$ cat src/rtl/shift_sequencer.sv
// Command sequencer in front of a bit-cell shift chain: one-cycle parallel load followed by
// a programmed number of shift strobes, each preceded by `div` idle cycles.
module shift_sequencer #(
    parameter int unsigned WIDTH = 8,
    parameter int unsigned CNT_W = 4,
    parameter int unsigned DIV_W = 4
) (
    input  logic             clk,
    input  logic             reset_n,
    input  logic [WIDTH-1:0] data_in,
    input  logic [CNT_W-1:0] nshift,
    input  logic [DIV_W-1:0] div,
    input  logic [1:0]       mode,
    input  logic             data_valid,
    output logic             data_ready,
    input  logic             q_msb,
    input  logic             q_lsb,
    output logic [WIDTH-1:0] load_val,
    output logic             load_n,
    output logic             shift,
    output logic             in_bit,
    output logic             busy,
    output logic             done
);

    typedef enum logic [2:0] {StIdle, StLoad, StWait, StShift, StDone} state_e;

    state_e           state_q, state_d;
    logic [WIDTH-1:0] word_q;
    logic [CNT_W-1:0] nshift_q, rem_q;
    logic [DIV_W-1:0] div_q, dcnt_q;
    logic [1:0]       mode_q;
    logic             load_n_q, shift_q, busy_q, done_q, ready_q;
    logic             fill;

    always_comb begin
        state_d = state_q;
        unique case (state_q)
            StIdle:  if (data_valid) state_d = StLoad;
            StLoad: begin
                if (nshift_q == '0)     state_d = StDone;
                else if (div_q == '0)   state_d = StShift;
                else                    state_d = StWait;
            end
            StWait:  if (dcnt_q == DIV_W'(1)) state_d = StShift;
            StShift: begin
                if (rem_q == CNT_W'(1)) state_d = StDone;
                else if (div_q == '0)   state_d = StShift;
                else                    state_d = StWait;
            end
            StDone:  state_d = StIdle;
            default: state_d = StIdle;
        endcase
    end

    // Outputs are registered from the next state so they line up with state_q.
    always_ff @(posedge clk or negedge reset_n) begin
        if (!reset_n) begin
            state_q  <= StIdle;
            word_q   <= '0;
            nshift_q <= '0;
            div_q    <= '0;
            mode_q   <= '0;
            rem_q    <= '0;
            dcnt_q   <= '0;
            load_n_q <= 1'b1;
            shift_q  <= 1'b0;
            busy_q   <= 1'b0;
            done_q   <= 1'b0;
            ready_q  <= 1'b1;
        end else begin
            state_q  <= state_d;
            load_n_q <= (state_d != StLoad);
            shift_q  <= (state_d == StShift);
            busy_q   <= (state_d != StIdle);
            done_q   <= (state_d == StDone);
            ready_q  <= (state_d == StIdle);
            unique case (state_q)
                StIdle: begin
                    if (data_valid) begin
                        word_q   <= data_in;
                        nshift_q <= nshift;
                        div_q    <= div;
                        mode_q   <= mode;
                    end
                end
                StLoad: begin
                    rem_q  <= nshift_q;
                    dcnt_q <= div_q;
                end
                StWait:  dcnt_q <= dcnt_q - DIV_W'(1);
                StShift: begin
                    rem_q  <= rem_q - CNT_W'(1);
                    dcnt_q <= div_q;
                end
                default: ;
            endcase
        end
    end

    always_comb begin
        fill = 1'b0;
        unique case (mode_q)
            2'b00: fill = 1'b0;
            2'b01: fill = q_msb;
            2'b10: fill = q_lsb;
            2'b11: fill = 1'b1;
            default: fill = 1'b0;
        endcase
    end

    assign in_bit     = shift_q & fill;
    assign load_val   = word_q;
    assign load_n     = load_n_q;
    assign shift      = shift_q;
    assign busy       = busy_q;
    assign done       = done_q;
    assign data_ready = ready_q;

endmodule

$ cat config.mk
export PLATFORM = sky130hd
export DESIGN_NAME = shift_sequencer
export DESIGN_NICKNAME = d
export VERILOG_FILES = /design/src/rtl/shift_sequencer.sv
export SDC_FILE = /design/constraint.sdc
export NUM_CORES = 1
export LEC_CHECK = 0
export CORE_UTILIZATION = 35
export CTS_CLUSTER_SIZE = 30
export DETAILED_ROUTE_END_ITERATION = 7
export PLACE_DENSITY = 0.73
export SLEW_MARGIN = 20
export SYNTH_ARGS = -nofsm -noshare
export SYNTH_HDL_FRONTEND = slang
export SYNTH_SLANG_ARGS = --single-unit
$ cat constraint.sdc
create_clock -name clk -period 1.5 [get_ports clk]
set_clock_uncertainty 0.1 [all_clocks]
set_input_delay 0.45 -clock clk [delete_from_list [all_inputs] [get_ports clk]]
set_output_delay 0.45 -clock clk [all_outputs]
set_load 0.02 [all_outputs]
# Yosys cells after proc, flatten, opt, wreduce, memory -nomap -nowiden
# Index checks and enable logic that the tools add are counted.
# classes
add_sub_neg,2
n_eq_ne,11
mux,9
bitwise_logic,1
n_reduce_logical,10
# ops
cell,count
4-bit one-hot mux with 2 select lines,2
3-bit two-way mux,4
3-bit one-hot mux with 4 select lines,1
3-bit by 2-bit equality test with 1-bit output (second input constant),3
4-bit by 1-bit equality test with 1-bit output (second input constant),2
4-bit zero test,2
4-bit by 1-bit subtractor with 4-bit output (second input constant),2
3-bit zero test,2
2-bit equality test (second input constant),2
1-bit one-hot mux with 4 select lines,1
2-bit nonzero test,2
3-bit by 1-bit equality test with 1-bit output (second input constant),1
3-bit equality test (second input constant),1
3-bit by 1-bit != test with 1-bit output (second input constant),1
3-bit nonzero test,1
2-bit by 1-bit equality test with 1-bit output (second input constant),1
2-bit zero test,1
2-bit AND reduction,1
2-bit OR reduction,1
1-bit AND,1
1-bit two-way mux,1
# word_totals
reg_bits,34
wordCells,45

# Logic depth before layout (Yosys ltp)
# Gate-level depths: netlist of the first run.
# depth
ltp_word,5
mapped_depth,5
mapped_depth_nobuf,5

# Worst setup path after synthesis of the first run
# OpenSTA, ideal clock, no wires.
# synth_timing
path_kind,input-to-output
start,input port q_msb
end,output port in_bit
arrival_ps,1001
required_time_ps,950
path_slack_ps,-51
path_stages,2
n_path_buf,0
path_cell_list,o21ai_0 a21boi_0
# synth_via
elab_chain_len,2
# synth_rtl
element,line,text
from (decl),16,"input logic q_msb,"
1-bit one-hot mux with 4 select lines,103,unique case (mode_q)
1-bit AND,112,assign in_bit = shift_q & fill;
to (decl),21,"output logic in_bit,"
# Every way passes these cells.

# Final worst setup path of the first run
# layout_timing
start,register state_q[0]
end,"register word_q[4], in the netlist load_val[4]"
# layout_via
elab_chain_len,2
# layout_rtl
element,line,text
from (decl),28,"state_e state_q, state_d;"
from (signal assigned),59,state_q <= StIdle;
from (signal assigned),72,state_q <= state_d;
3-bit zero test,78,unique case (state_q)
2-bit AND reduction (no source line),-,
to (signal assigned),81,word_q <= data_in;
to (decl),29,logic [WIDTH-1:0] word_q;
# Every way passes these cells.
# A chain may end at the register's enable or synchronous reset.

==> metrics.yaml, run 1 <==
synth:
  synth.avg_cell_area_um2: 12.15
  ys_types: 34
  yosys_warnings: 0
  syn-num-nets: 155
  synthCells: 128
  ys_seq_elements: 34
  ys_async_sr_fraction_pct: 100.0
  synth_edf_count: 0
  yosys_most_used_dff: "dfrtp_1"
  ys_seq_area_share_pct: 54.87
  syn_area_um2: 1555
clocking:
  cts_max_level: 2
  cts_sinks: 34
  worstSkewPairLatency_ps: 300
  ctsRootBufferMaster: "clkbuf_8"
  clk_pin_slew_ps: 70
  cts_tree: "done"
  hold_buffers: 0
  clk_path_buf_depth: 2
  cts_made_buffers: 5
setup_path:
  worstPathMaxFanout: 5
  cp-end-kind: "flip-flop"
  crit_required_ps: 1580
  start_kind: "flip-flop"
  critPathBufInv: 3
  critPathMaxStageDelay_ps: 410
  critical_path.most_common_cell: "buf_12"
  cp_top_family: "flip-flops"
  crit_slowest_cell: "dfrtp_1"
  crit_chain: "nor4b_4 -> buf_4 -> buf_12 -> buf_12 -> mux2_4"
  critPathKind: "flip-flop to flip-flop"
  arrival_ps: 1710
power:
  vdd_drop_max_uv: 1032
  p_leak_nw: 1.083
  power.total_mw: 4.987
  p_per_area_nw_per_um2: 2056
global_routing:
  grt_usage_pct: 19.48
  antenna_found_initial: 0
  overflow: 0
  grt_pass1_wl_um: 6354
  grt_pass1_vias: 1275
  grt_start_max_net_pins: 22
min_path:
  hold_path.class: "primary input to asynchronous set/reset pin"
floorplanning:
  rows: 23
  die-area_um2: 4714
  core-area_um2: 4144
  start_util_pct: 37.53
  ioPinCount: 37
  die_x_um: 68.66
  die_h_um: 68.66
sta:
  min_period_ps: 1634
  holdWs_ps: 407.6
  slew_viol_final: 0
  fin_crit_sh_pct: 108.9
  worst_pin_slew_ps: 416.1
  layout_setup_ws_ps: -133.6
  max_clock_freq_mhz: 612.1
  hold_viol: 0
  rsz0062_at_grt: "yes"
  slew_headroom_pct: 71.86
  finalSetupViolCount: 23
status:
  violations: "setup timing"
  status: "complete, but fails checks"
placement:
  io_buffers: 36
  hpwlAfterDp_um: 2535
  place_congestion: 0.7904
  place_area_um2: 2100
detailed_routing:
  finalWirelength_um: 4138
  firstDrtPassIters: 4
  route.detailed.drc: 0
  antenna_left: 0
  wl_per_cell_um: 17.24
  vias_per_cell: 5.092
  num_vias: 1222
  drtIter0Drc: 40
final_layout:
  stdcell_area_um2: 2425
  final_layout_size_suffix_gt1_share_pct: 44.21
  antennaDiodeCount: 0
  final_net_count: 216
  syn_to_final_growth_pct: 55.91
flow_run:
  maxCapViolations: 0
[metal layers]
metal	GRT usage, %	share of wire [%]	vias up
met1	24.02	43	608
met3	5.757	3.6	7
met5	0	0	-
met2	31.37	52	29
li1	-	-	578
met4	8.594	1.5	0
[kinds of logic after synthesis]
group	Yosys count	share of synthesized area [%]
compound gates	30	12.71
fa+ha+maj	4	3.218
mux	21	14.96
flops	34	54.87
buf+inv	13	3.700
simple gates	26	10.54
[metrics by stage]
step	TNS [ps]	utilization [%]	setup slack [ps]	instances
after floorplan	0	-	6.121	128
after global placement	-10260	50.66	-755.9	225
after detailed placement	-10620	50.66	-797.0	225
after CTS	-1711	58.61	-124.5	242
after global routing	-3107	58.51	-199.7	240
final	-1680	58.51	-133.6	240
[placed cells by master (no fill, tap or decap), types with 2 or more instances in the layout]
cell type,count
dfrtp_1,32
a21oi_1,6
clkbuf_8,6
clkdlybuf4s15_2,3
nand2_1,5
buf_2,7
nor4b_4,2
a22oi_1,3
buf_6,6
buf_12,3
nor2_1,6
o211ai_1,2
buf_4,18
ha_1,4
clkdlybuf4s50_1,19
inv_1,6
dfstp_2,2
mux2i_1,3
mux2_4,18
dlygate4sd2_1,3
o21ai_0,6
[report_power, final]
group	leakage, nW	internal [mW]	switching [mW]	total [mW]
Clock	0.0472	0.369	0.357	0.726
Combinational	0.633	1.41	1.16	2.56
Sequential	0.404	1.36	0.339	1.70
Total	1.08	3.13	1.85	4.99
[what timing repair did]
action                     4_1_cts  5_1_grt
pin swaps                        6        3
resized for setup               78       25
setup endpoints to repair       36       42
cloned                           3        0
buffers inserted                 6        0
[sequential cells by signal, indices dropped and copies added (netlist names)]
name and flops:
load_val 8, dcnt_q 4, done 1, data_ready 1, rem_q 4, shift 1, mode_q 2, state_q 3
busy 1, nshift_q 4, load_n 1, div_q 4
[worst paths after layout]
kind                        startpoint          end  slack (ps)  cells after the start
max                         state_q[0]  load_val[4]        -130                      5
min                            reset_n    dcnt_q[0]         410                      2
max reg2reg                 state_q[0]  load_val[4]        -130                      5
min reg2reg                load_val[7]  load_val[7]         410                      1
max in group asynchronous      reset_n     rem_q[3]         640                      2
min in group clk           load_val[7]  load_val[7]         410                      1
[synthesized netlist by cell type (all sizes together), types with 2 or more instances]
library cell | n | area share, %
mux2i | 3 | 1.9
a22oi | 4 | 1.9
nand2 | 5 | 1.2
nand2b | 2 | 0.80
inv | 6 | 1.4
o21ai | 8 | 2.6
buf | 6 | 2.0
nor3b | 2 | 0.97
nor4b | 2 | 1.9
mux2 | 18 | 13
a21oi | 8 | 2.6
dfrtp | 32 | 51
nand3 | 2 | 0.64
ha | 4 | 3.2
dfstp | 2 | 3.4
o211ai | 2 | 0.97
nor2 | 7 | 1.7
[worst register-to-register path, cell delays in order (launching register included)]
cell	delay (ps)
dfrtp_1	410
nor4b_4	310
buf_4	190
buf_12	100
buf_12	110
mux2_4	300
[area by class of cell]
cell class | instances | area (um^2)
multi-input combinational | 81 | 810.8
inverter | 6 | 22.52
tap | 50 | 62.56
clock inverter | 2 | 12.51
sequential | 34 | 853.3
fill | 346 | 1719
clock buffer | 6 | 82.58
timing repair buffer | 61 | 580.6
Power figures use the tool's default switching activity.
==> run 2, diff against run 1 <==
--- a/config.mk
+++ b/config.mk
@@ -5,10 +5,10 @@
 export SDC_FILE = /design/constraint.sdc
 export NUM_CORES = 1
 export LEC_CHECK = 0
+export ABC_AREA = 1
 export CORE_UTILIZATION = 35
 export CTS_CLUSTER_SIZE = 30
 export DETAILED_ROUTE_END_ITERATION = 7
-export PLACE_DENSITY = 0.73
 export SLEW_MARGIN = 20
 export SYNTH_ARGS = -nofsm -noshare
 export SYNTH_HDL_FRONTEND = slang
==> metrics.yaml, run 2 <==
synth:
  synthCells: 172  # was 128
  synth_compound_area_share_pct: 7.423  # was 12.71%
  ys_seq_area_share_pct: 56.88  # was 54.87%
  synth_top_family_by_area: "simple AND/OR/NAND/NOR gates"  # was multiplexers
  ys_types: 24  # was 34
  yosysTopAreaCell: "dfrtp_1"  # unchanged
  yosys_warnings: 0  # unchanged
  synth.avg_cell_area_um2: 8.722  # was 12.15 um^2
  synth_most_common_cell: "nand2_1"  # was dfrtp_1
  syn_area_um2: 1500  # was 1555 um^2
  yosys.area_share.simple_pct: 25.60  # was 10.54%
  synth_edf_count: 0  # unchanged
  synthTopCellsByArea: "dfrtp_1 (53%), nand2_1 (19%), dfstp_2 (3.5%)"  # was dfrtp_1 (51%), mux2_2 (13%), dfstp_2 (3.4%)
  muxShareOfSynthArea_pct: 0  # was 14.96%
  syn-num-nets: 199  # was 155
  synth_fa_ha_area_share_pct: 3.336  # was 3.218%
  yosys_most_used_dff: "dfrtp_1"  # unchanged
  synthTopCellsByCount: "nand2_1 (75), dfrtp_1 (32), inv_1 (13)"  # was dfrtp_1 (32), mux2_2 (18), a21oi_1 (8), o21ai_0 (8), nor2_1 (7)
  ys_async_sr_fraction_pct: 100.0  # unchanged
  synth_xor_area_share_pct: 1.751  # was 0%
  ys_seq_elements: 34  # unchanged
  synth_top_area_share_pct: 53.38  # was 51.49%
setup_path:
  critPathKind: "primary input to primary output"  # was flip-flop to flip-flop
  crit_required_ps: 950  # was 1580 ps
  arrival_ps: 1010  # was 1710 ps
  worstPathMaxFanout: 1  # was 5
  cp-end-kind: "primary output"  # was flip-flop
  start_kind: "primary input"  # was flip-flop
placement:
  place_area_um2: 1958  # was 2100 um^2
  hpwlAfterDp_um: 2281  # was 2535 um
  io_buffers: 36  # unchanged
  placed_cells: 260  # was 225
  place_congestion: 0.8256  # was 0.7904
  pre_cts_slack_ps: -709.8  # was -797.0 ps
sta:
  rsz0062_at_grt: "yes"  # unchanged
  layout_setup_ws_ps: -62.74  # was -133.6 ps
  min_period_ps: 1563  # was 1634 ps
  max_clock_freq_mhz: 639.9  # was 612.1 MHz
  slew_viol_final: 0  # unchanged
  holdWs_ps: 368.9  # was 407.6 ps
  worst_pin_slew_ps: 256.5  # was 416.1 ps
  hold_viol: 0  # unchanged
  finalSetupViolCount: 1  # was 23
  setup-tns-final_ps: -62.74  # was -1680 ps
  slew_headroom_pct: 82.85  # was 71.86%
  fin_crit_sh_pct: 104.2  # was 108.9%
flow_run:
  maxCapViolations: 0  # unchanged
power:
  combPwrFrac_pct: 43.9  # was 51.4%
  p_per_area_nw_per_um2: 2054  # was 2056 nW/um^2
  switchingPower_mw: 1.720  # was 1.853 mW
  p_int_mw: 2.650  # was 3.134 mW
  vdd_drop_max_uv: 1113  # was 1032 uV
  seq_power_share_pct: 38.2  # was 34.1%
  swShare_pct: 39.35  # was 37.16%
  p_leak_nw: 1.070  # was 1.083 nW
  power_frac_clock_pct: 18.0  # was 14.6%
  power.total_mw: 4.370  # was 4.987 mW
detailed_routing:
  drtIter0Drc: 45  # was 40
  antenna_left: 0  # unchanged
  wl_per_cell_um: 11.85  # was 17.24 um
  finalWirelength_um: 3224  # was 4138 um
  vias_per_cell: 4.614  # was 5.092
  route.detailed.drc: 0  # unchanged
  num_vias: 1255  # was 1,222
  firstDrtPassIters: 6  # was 4
final_layout:
  final_layout_size_suffix_gt1_share_pct: 19.82  # was 44.21%
  fin_util_pct: 52.42  # was 58.51%
  mostFrequentLayoutCells: "nand2_1 (74), dfrtp_1 (31), clkdlybuf4s50_1 (19)"  # was dfrtp_1 (32), clkdlybuf4s50_1 (19), mux2_4 (18), buf_4 (18), buf_2 (7)
  final_common_cell: "nand2_1"  # was dfrtp_1
  fill_cells: 381  # was 346
  syn_to_final_growth_pct: 41.78  # was 55.91%
  fin_cells: 272  # was 240
  final_net_count: 248  # was 216
  largest_register_ffs: 8  # unchanged
  stdcell_area_um2: 2127  # was 2425 um^2
  antennaDiodeCount: 0  # unchanged
floorplanning:
  start_util_pct: 36.97  # was 37.53%
  die_x_um: 67.47  # was 68.66 um
  rows: 23  # unchanged
  core-area_um2: 4058  # was 4144 um^2
  ioPinCount: 37  # unchanged
  die-area_um2: 4552  # was 4714 um^2
  die_h_um: 67.47  # was 68.66 um
global_routing:
  antenna_found_initial: 0  # unchanged
  busiest_layer: "met2"  # unchanged
  overflow: 0  # unchanged
  grt_usage_pct: 16.48  # was 19.48%
  met3_usage_pct: 5.236  # was 5.757%
  grt_start_max_net_pins: 35  # was 22
  gr-usage-met1_pct: 19.04  # was 24.02%
  grt_pass1_wl_um: 5547  # was 6354 um
  grt_pass1_vias: 1308  # was 1,275
  met2_usage_pct: 27.48  # was 31.37%
clocking:
  cts_sinks: 34  # unchanged
  clk_pin_slew_ps: 60  # was 70 ps
  hold_buffers: 0  # unchanged
  ctsRootBufferMaster: "clkbuf_8"  # unchanged
  clk_path_buf_depth: 2  # unchanged
  cts_max_level: 2  # unchanged
  worstSkewPairLatency_ps: 280  # was 300 ps
  cts_made_buffers: 5  # unchanged
  cts_tree: "done"  # unchanged
status:
  violations: "setup timing"  # unchanged
  status: "complete, but fails checks"  # unchanged
min_path:
  hold_path.class: "flip-flop to flip-flop"  # was primary input to asynchronous set/reset pin
## run 2: cell count changes in the layout (fill, tap and decap cells not counted), sizes merged, moves of 5 or more
cell,delta
inv,+10
nand2,+71
a21oi,-5
buf,-20
mux2,-18
## run 2: layout make-up
type / instances / area, um^2 / area share (%)
flip-flops and latches: 34 / 854.6 / 40.18
clock buffers: 8 / 110.1 / 5.176
repair buffers: 44 / 441.7 / 20.76
repair inverters: 1 / 5.005 / 0.2353
inverters: 16 / 67.56 / 3.176
well taps: 50 / 62.56 / 2.941
multi-input cells: 119 / 585.6 / 27.53
## run 2: power by group through the flow
stage	sequential, mW	combinational (mW)	clock (mW)
floorplan	1.79	1.03	0
global placement	1.65	1.81	0
detailed placement	1.67	1.86	0
CTS	1.66	1.83	0.813
global route	1.74	2.18	0.841
finish	1.67	1.92	0.785
## run 2: routing by layer
metal	routed length [um]	part of all wire [%]
met1	1407	44
met3	192	6.0
met4	53	1.6
met5	0	0
met2	1570	49
## run 2: cells by family (layout without fill, tap and decap cells)
kind of cell	after synthesis	after routing
AOI/OAI and AO/OA	18	18
xor gates and xnor gates	3	3
adders and majority gates	4	4
buffers and inverters	19	69
DFF	34	34
and+or+nand+nor	94	94
## run 2: timing repair
item / in CTS / in global routing
resized for setup: 53 / 20
cloned: 0 / 2
pin swaps: 2 / 6
endpoints found under the setup margin: 33 / 29
buffers inserted: 0 / 3
## run 2: worst paths after layout
kind / from / to / slack (ps) / depth (start not counted)
max: q_msb / in_bit / -60 / 4
min: load_val[7] / load_val[7] / 370 / 2
max in group asynchronous: reset_n / load_n / 610 / 2
max reg2reg: state_q[2] / nshift_q[0] / 100 / 7
min reg2reg: load_val[7] / load_val[7] / 370 / 2
min in group asynchronous: reset_n / dcnt_q[3] / 430 / 2
## run 2: critical path, stage by stage
cell	delay [ps]
dlygate4sd2_1	230
a21oi_1	130
nor2_1	50
buf_4	150
